File: src/rtl/assist_mode_ctrl.sv
// eBike assist-level controller: debounced button -> 2-bit setting -> rate-limited 8-bit scale, brake forces scale to 0.
// Long-press-to-off is built only when ASSIST_LONG_OFF_EN is defined; otherwise every press is a short press on release.
module assist_mode_ctrl #(
  parameter logic [19:0] DB_CYCLES   = 20'd500000,
  parameter logic [25:0] LONG_CYCLES = 26'd50000000,
  parameter logic [15:0] RAMP_DIV    = 16'd2000
) (
  input  logic       clk,
  input  logic       rst_n,
  input  logic       tggleMd,
  input  logic       brake,
  output logic [1:0] setting,
  output logic [7:0] scale,
  output logic       chg
);

  typedef enum logic [1:0] {IDLE, PRESSED, WAIT_REL} state_t;

  if (DB_CYCLES < 20'd2 || RAMP_DIV < 16'd1 || LONG_CYCLES <= 26'(DB_CYCLES)) begin : g_bad_params
    $error("assist_mode_ctrl: illegal parameter combination");
  end

  logic        meta_q, sync_q;
  logic        deb_q, deb_d;
  logic [19:0] dbc_q, dbc_d;
  state_t      state_q, state_d;
  logic [1:0]  setting_q, setting_d;
  logic        chg_q, chg_d;
  logic [7:0]  scale_q, scale_d;
  logic [15:0] rc_q, rc_d;
  logic [7:0]  tgt;
`ifdef ASSIST_LONG_OFF_EN
  logic [25:0] hc_q, hc_d;
`endif

  // Debounce: accept a new level only after DB_CYCLES consecutive differing samples.
  always_comb begin
    deb_d = deb_q;
    dbc_d = dbc_q;
    if (sync_q == deb_q) begin
      dbc_d = '0;
    end else if (dbc_q == DB_CYCLES - 20'd1) begin
      deb_d = sync_q;
      dbc_d = '0;
    end else begin
      dbc_d = dbc_q + 20'd1;
    end
  end

  always_comb begin
    state_d   = state_q;
    setting_d = setting_q;
`ifdef ASSIST_LONG_OFF_EN
    hc_d      = hc_q;
`endif
    case (state_q)
      IDLE: begin
        if (deb_q) begin
          state_d = PRESSED;
`ifdef ASSIST_LONG_OFF_EN
          hc_d    = '0;
`endif
        end
      end
      PRESSED: begin
`ifdef ASSIST_LONG_OFF_EN
        if (deb_q) begin
          if (hc_q == LONG_CYCLES - 26'd1) begin
            setting_d = 2'd0;
            state_d   = WAIT_REL;
          end else begin
            hc_d = hc_q + 26'd1;
          end
        end else begin
          setting_d = setting_q + 2'd1;
          state_d   = IDLE;
        end
`else
        if (!deb_q) begin
          setting_d = setting_q + 2'd1;
          state_d   = IDLE;
        end
`endif
      end
      WAIT_REL: begin
        if (!deb_q) state_d = IDLE;
      end
      default: state_d = IDLE;
    endcase
    chg_d = (setting_d != setting_q);
  end

  // Ramp toward setting*85 one LSB per RAMP_DIV cycles; brake overrides any tick.
  always_comb begin
    tgt     = {6'd0, setting_q} * 8'd85;
    scale_d = scale_q;
    rc_d    = rc_q;
    if (brake) begin
      scale_d = '0;
      rc_d    = '0;
    end else if (rc_q == RAMP_DIV - 16'd1) begin
      rc_d = '0;
      if (scale_q < tgt)      scale_d = scale_q + 8'd1;
      else if (scale_q > tgt) scale_d = scale_q - 8'd1;
    end else begin
      rc_d = rc_q + 16'd1;
    end
  end

  always_ff @(posedge clk or negedge rst_n) begin
    if (!rst_n) begin
      meta_q    <= 1'b0;
      sync_q    <= 1'b0;
      deb_q     <= 1'b1;
      dbc_q     <= '0;
      state_q   <= WAIT_REL;
      setting_q <= 2'b10;
      chg_q     <= 1'b0;
      scale_q   <= '0;
      rc_q      <= '0;
`ifdef ASSIST_LONG_OFF_EN
      hc_q      <= '0;
`endif
    end else begin
      meta_q    <= tggleMd;
      sync_q    <= meta_q;
      deb_q     <= deb_d;
      dbc_q     <= dbc_d;
      state_q   <= state_d;
      setting_q <= setting_d;
      chg_q     <= chg_d;
      scale_q   <= scale_d;
      rc_q      <= rc_d;
`ifdef ASSIST_LONG_OFF_EN
      hc_q      <= hc_d;
`endif
    end
  end

  assign setting = setting_q;
  assign scale   = scale_q;
  assign chg     = chg_q;

endmodule

File: config.mk
export PLATFORM = sky130hd
export DESIGN_NAME = assist_mode_ctrl
export DESIGN_NICKNAME = d
export VERILOG_FILES = /design/src/rtl/assist_mode_ctrl.sv
export SDC_FILE = /design/constraint.sdc
export NUM_CORES = 1
export LEC_CHECK = 0
export CORE_MARGIN = 4
export CORE_UTILIZATION = 60
export DETAILED_ROUTE_END_ITERATION = 6
export HOLD_SLACK_MARGIN = 0.06
export PLACE_DENSITY = 0.87
export SETUP_SLACK_MARGIN = 0.1
export SYNTH_ARGS = -nofsm -noshare
export SYNTH_HDL_FRONTEND = slang
export SYNTH_SLANG_ARGS = --single-unit
File: constraint.sdc
create_clock -name clk -period 8 [get_ports clk]
set_input_delay 0.8 -clock clk [delete_from_list [all_inputs] [get_ports clk]]
set_output_delay 0.8 -clock clk [all_outputs]
set_load 0.1 [all_outputs]
==> results.toml, run 1 <==
[route]
top_layer_used = "met4"
vias_per_cell = 5.83
drt-total-wl_um = 5330
drtPass1Iterations = 4
drtIter0Drc = 82
drc = 0
wl_met1_um = 2430
wl_met3_um = 186
wl_per_cell_um = 14.9
drtAntennaViolNets = 0
route.met2.wl_um = 2620
vias = 2083

[synthesis]
synth_edf_count = 0
synth_common_cells = "49 x dfrtp_1, 47 x nor2_1, 20 x nand2_1"
synth_fp_nets = 309
synth_seq_cells = 52
syn_area_sq_mm = 0.00285
synth.avg_cell_area_sq_um = 9.98
yosys.cell_count.top_type = "dfrtp_1"
synth_top_cell_by_area = "dfrtp_1"
ys.flop_type = "dfrtp_1"
ys_warn_count = 0
netlist_instances = 286
async_reset_ff_share_pct = 100
seq_area_frac_synth_pct = 45.7
yosysUniqueCellTypes = 48
synth_area_leaders = "dfrtp_1 43%, ha_1 7.9%, nor2_1 6.2%, xnor2_1 5.5%, xor2_1 5.2%"
synth_top_area_share_pct = 43.0

[final_layout]
sequential_cell_area_sq_mm = 0.00131
drive_above_1_share_pct = 8.20
fin_area_sq_mm = 0.00312
nNetsFinal = 327
multi_input_area_sq_mm = 0.00147
syn_to_final_growth_pct = 9.47
postLayoutCoreUtil_pct = 69.8
diodes = 0
fillers = 330

[floorplanning]
die-area_sq_mm = 0.00592
ioPinCount = 15
core_region_area_sq_mm = 0.00447
die_w_um = 77.0
fp-row-count = 24
fp.dieH_um = 77.0
initial_core_util_pct = 63.8

[clock_network]
ctsResizeCount = 0
cts_tree = "built"
cts_buffers = 5
post_cts_buffers = 0
cts_max_path_buffers = 2
cts_htree_levels = 2
cts_root_buf = "clkbuf_8"
clk_latency_ns = 0.31
cts_sinks = 52
hold_buffers = 0
path_clk_slew_ns = 0.09

[power_and_ir_drop]
p_leak_uw = 0.00136
powerDensity_mw_per_mm2 = 299
power_uw = 935
ir_worst_vdd_mv = 0.293

[critical_path]
critPathKind = "flop to flop"
cp-end-kind = "flop"
arrival_ns = 3.89
start_kind = "flop"
crit_fanout = 7
required_ns = 8.18

[run_status]
status = "finished, final reports clean"

[flow_run]
max-cap-violations = 0

[sta]
clock.fmax_mhz = 270
setup_viol = 0
period_minus_slack_ns = 3.71
clock_skew_ns = 0.00573
hold_ws_ns = 0.363
tightestPinTransition_ns = 1.02
rsz0062_at_grt = "false"
max_slew_margin_pct = 31.5
finalCritPeriodShare_pct = 46.4
tns_ns = 0
hold_viol = 0
drv_slew = 0

[global_route]
grt_pass1_wl_um = 9750
antenna_found_initial = 0
grt_max_degree = 53
overflow = 0
grt_pass1_vias = 2200
gr-usage-all-layers_pct = 20.2

[placement]
place_hpwl_um = 3910
postPlaceCellArea_sq_mm = 0.00303
port_buffers = 14
gp_congestion = 0.925

[min_path]
hold_class = "flop to flop"
[final timing paths]
path                       slack [ns]                  from                   end  cells past startpoint
setup / recovery                 4.29  setting[1]$_DFF_PN1_  scale[7]$_DFFE_PN0P_                     13
hold / removal                   0.36      meta_q$_DFF_PN0_      sync_q$_DFF_PN0_                      0
setup reg to reg                 4.29  setting[1]$_DFF_PN1_  scale[7]$_DFFE_PN0P_                     13
hold reg to reg                  0.36      meta_q$_DFF_PN0_      sync_q$_DFF_PN0_                      0
max in group asynchronous        6.99                 rst_n    dbc_q[7]$_DFF_PN0_                      2
min in group asynchronous        0.59                 rst_n   dbc_q[12]$_DFF_PN0_                      2
[power breakdown]
group	total, uW	switching, uW	leakage [uW]	internal (uW)
sequential	306	24.0	0.000697	282
clock	152	89.3	0.0000445	62.2
combinational	477	313	0.000616	164
[cells by family (layout without fill, tap and decap cells)]
group	after synthesis	in the layout	share of synthesized area [%]
compound gates	39	39	9.82
xor+xnor	35	35	10.7
fa+ha+maj	19	19	8.59
buf+inv	18	37	2.89
flops	52	52	45.7
mux	2	2	0.745
simple gates	121	121	21.5
[layout by cell type, fill, tap and decap left out, types with 2 or more instances in the layout]
master	instances
nand2_1	20
nand2b_1	2
o41ai_2	3
xnor2_1	18
xor2_1	17
nand3_1	14
clkbuf_8	5
nor4_1	3
and3_1	8
nor3_1	4
and4_1	2
o21a_1	3
or3_1	2
nor2_1	47
dfrtp_1	49
clkdlybuf4s50_1	13
inv_1	12
dfstp_2	3
o21ai_0	13
a21oi_1	11
nor2b_1	5
ha_1	18
nand4_1	5
[area by class of cell]
cell class	count	share of cell area [%]
repair buffers	15	4.57
clock buffers	5	2.20
multi-input cells	216	46.9
flip-flops and latches	52	41.8
inverters	14	1.76
clock inverters	3	0.681
well taps	52	2.08
[metrics by stage]
stage                     setup slack [ns]  cells
after floorplan                       4.35    286
after global placement                4.73    349
after detailed placement              4.43    349
after CTS                             4.37    357
after global routing                  4.11    357
final                                 4.29    357
[critical path: stages, from the launching register on]
cell	delay, ns
dfstp_2	0.56
inv_1	0.10
ha_1	0.32
nor2b_1	0.13
o21bai_1	0.24
a21oi_1	0.15
nand2b_1	0.30
ha_1	0.40
a21oi_1	0.18
nor2_1	0.08
o311ai_0	0.55
a211oi_1	0.19
o21ai_0	0.25
o311ai_1	0.13
[flip-flops by register name, indices dropped and copies added (netlist names)]
register	count
scale	8
dbc_q	20
meta_q	1
chg	1
deb_q	1
rc_q	16
state_q	2
sync_q	1
setting	2
[per-layer routing]
layer / global-route usage [%] / vias up
met5: 0 / -
met4: 8.01 / 0
met3: 4.92 / 12
met2: 33.0 / 36
met1: 25.9 / 1013
li1: - / 1022
(Power assumes the default switching activity.)
==> run 2: changes to the inputs <==
Clock period 8 ns to 3.56 ns, I/O delays scaled along.
==> results.toml, run 2 (synthesis gave the netlist of run 1 again) <==
[run_status]
status = "finished, final reports clean"

[final_layout]
fin_area_sq_mm = 0.00318
fillers = 318
drive_above_1_share_pct = 9.80
syn_to_final_growth_pct = 11.4
multi_input_area_sq_mm = 0.00149
largest_reg_flops = 20
top_register = "dbc_q"
postLayoutCoreUtil_pct = 71.0
layout_common_cells = "47 x nor2_1, 47 x dfrtp_1, 20 x nand2_1"
sequential_cell_area_sq_mm = 0.00131
nNetsFinal = 328
diodes = 0

[placement]
pre_cts_slack_ns = 0.178
place_hpwl_um = 3920
port_buffers = 14
postPlaceCellArea_sq_mm = 0.00305
gp_congestion = 0.948

[route]
drt-total-wl_um = 5620
drtPass1Iterations = 4
wl_per_cell_um = 15.7
vias_per_cell = 5.92
drtAntennaViolNets = 0
drc = 0
vias = 2119
drtIter0Drc = 89

[critical_path]
ff2ff_path_depth = 12
required_ns = 3.78
cp-end-kind = "flop"
arrival_ns = 3.46
critPathKind = "flop to flop"
crit_fanout = 7
start_kind = "flop"

[global_route]
grt_max_degree = 37
gr-usage-all-layers_pct = 20.6
overflow = 0
antenna_found_initial = 0
grt_pass1_wl_um = 9860
grt_pass1_vias = 2183

[clock_network]
cts_buffers = 5
cts_root_buf = "clkbuf_8"
cts_max_path_buffers = 2
cts_sinks = 52
path_clk_slew_ns = 0.09
clk_latency_ns = 0.31
cts_htree_levels = 2
cts_tree = "built"

[min_path]
hold_class = "primary input to asynchronous set/reset pin"

[floorplanning]
initial_core_util_pct = 63.8
fp.dieH_um = 77.0
core_region_area_sq_mm = 0.00447
ioPinCount = 15
die-area_sq_mm = 0.00592
die_w_um = 77.0
fp-row-count = 24

[sta]
rsz0062_at_grt = "true"
period_minus_slack_ns = 3.25
clock.fmax_mhz = 308
finalCritPeriodShare_pct = 91.2
max_slew_margin_pct = 32.7
hold_viol = 0
setup_viol = 0
tightestPinTransition_ns = 1.01
clock_skew_ns = 0.00403
tns_ns = 0
drv_slew = 0
setup_slack_ns = 0.313

[power_and_ir_drop]
powerDensity_mw_per_mm2 = 708
ir_worst_vdd_mv = 0.776
p_leak_uw = 0.00138

[flow_run]
max-cap-violations = 0
==> run 2: metal layers <==
metal	track usage, %	wire (um)
met4	8.72	156
met5	0	0
met3	4.92	237
met1	25.7	2470
met2	34.4	2750
==> run 2: through the flow <==
step           instances  hold slack [ns]  total power, uW
6_report             358            0.115             2250
3_5_place_dp         350            0.341             1760
2_1_floorplan        286           0.0604             1520
3_3_place_gp         350            0.335             1720
4_1_cts              358            0.144             2200
5_1_grt              358            0.178             2400
==> run 2: worst paths after layout <==
kind / endpoint / start / slack [ns]
worst max register to register: scale[6]$_DFFE_PN0P_ / setting[1]$_DFF_PN1_ / 0.31
max in group asynchronous: deb_q$_DFFE_PN1P_ / rst_n / 2.66
worst min register to register: sync_q$_DFF_PN0_ / meta_q$_DFF_PN0_ / 0.36
worst min-delay path: dbc_q[14]$_DFF_PN0_ / rst_n / 0.11
worst max-delay path: scale[6]$_DFFE_PN0P_ / setting[1]$_DFF_PN1_ / 0.31
min in group clk: sync_q$_DFF_PN0_ / meta_q$_DFF_PN0_ / 0.36
==> run 2: layout make-up <==
class	instances	share of cell area [%]
clock inverter	2	1.22
sequential	52	41.3
tap	52	2.05
timing repair buffer	16	4.72
inverter	14	1.73
multi-input combinational	216	46.7
clock buffer	6	2.28
==> run 2: where the power goes <==
| group | internal [uW] | total [uW] | leakage (uW) | switching, uW |
|---|---|---|---|---|
| clock | 213 | 411 | 0.0000558 | 198 |
| combinational | 402 | 1150 | 0.000624 | 751 |
| sequential | 634 | 687 | 0.000695 | 53.6 |
| total | 1250 | 2250 | 0.00138 | 1000 |
==> run 2: worst max-delay path: stages (launching register included) <==
cell and delay [ns]:
dfstp_4 0.63, inv_1 0.08, ha_1 0.35, a21oi_1 0.37, a21oi_2 0.13, nand2b_4 0.19
ha_1 0.34, nor2b_1 0.17, o21ai_0 0.20, a21oi_1 0.13, o21a_1 0.20, o21a_1 0.17
o41ai_2 0.19
==> run 2: timing repair <==
item / 4_1_cts / 5_1_grt
resized for setup: 1 / 4
buffers inserted: 0 / 0
setup endpoints to repair: 1 / 2
pin swaps: 0 / 1
hold buffers: 0 / 0
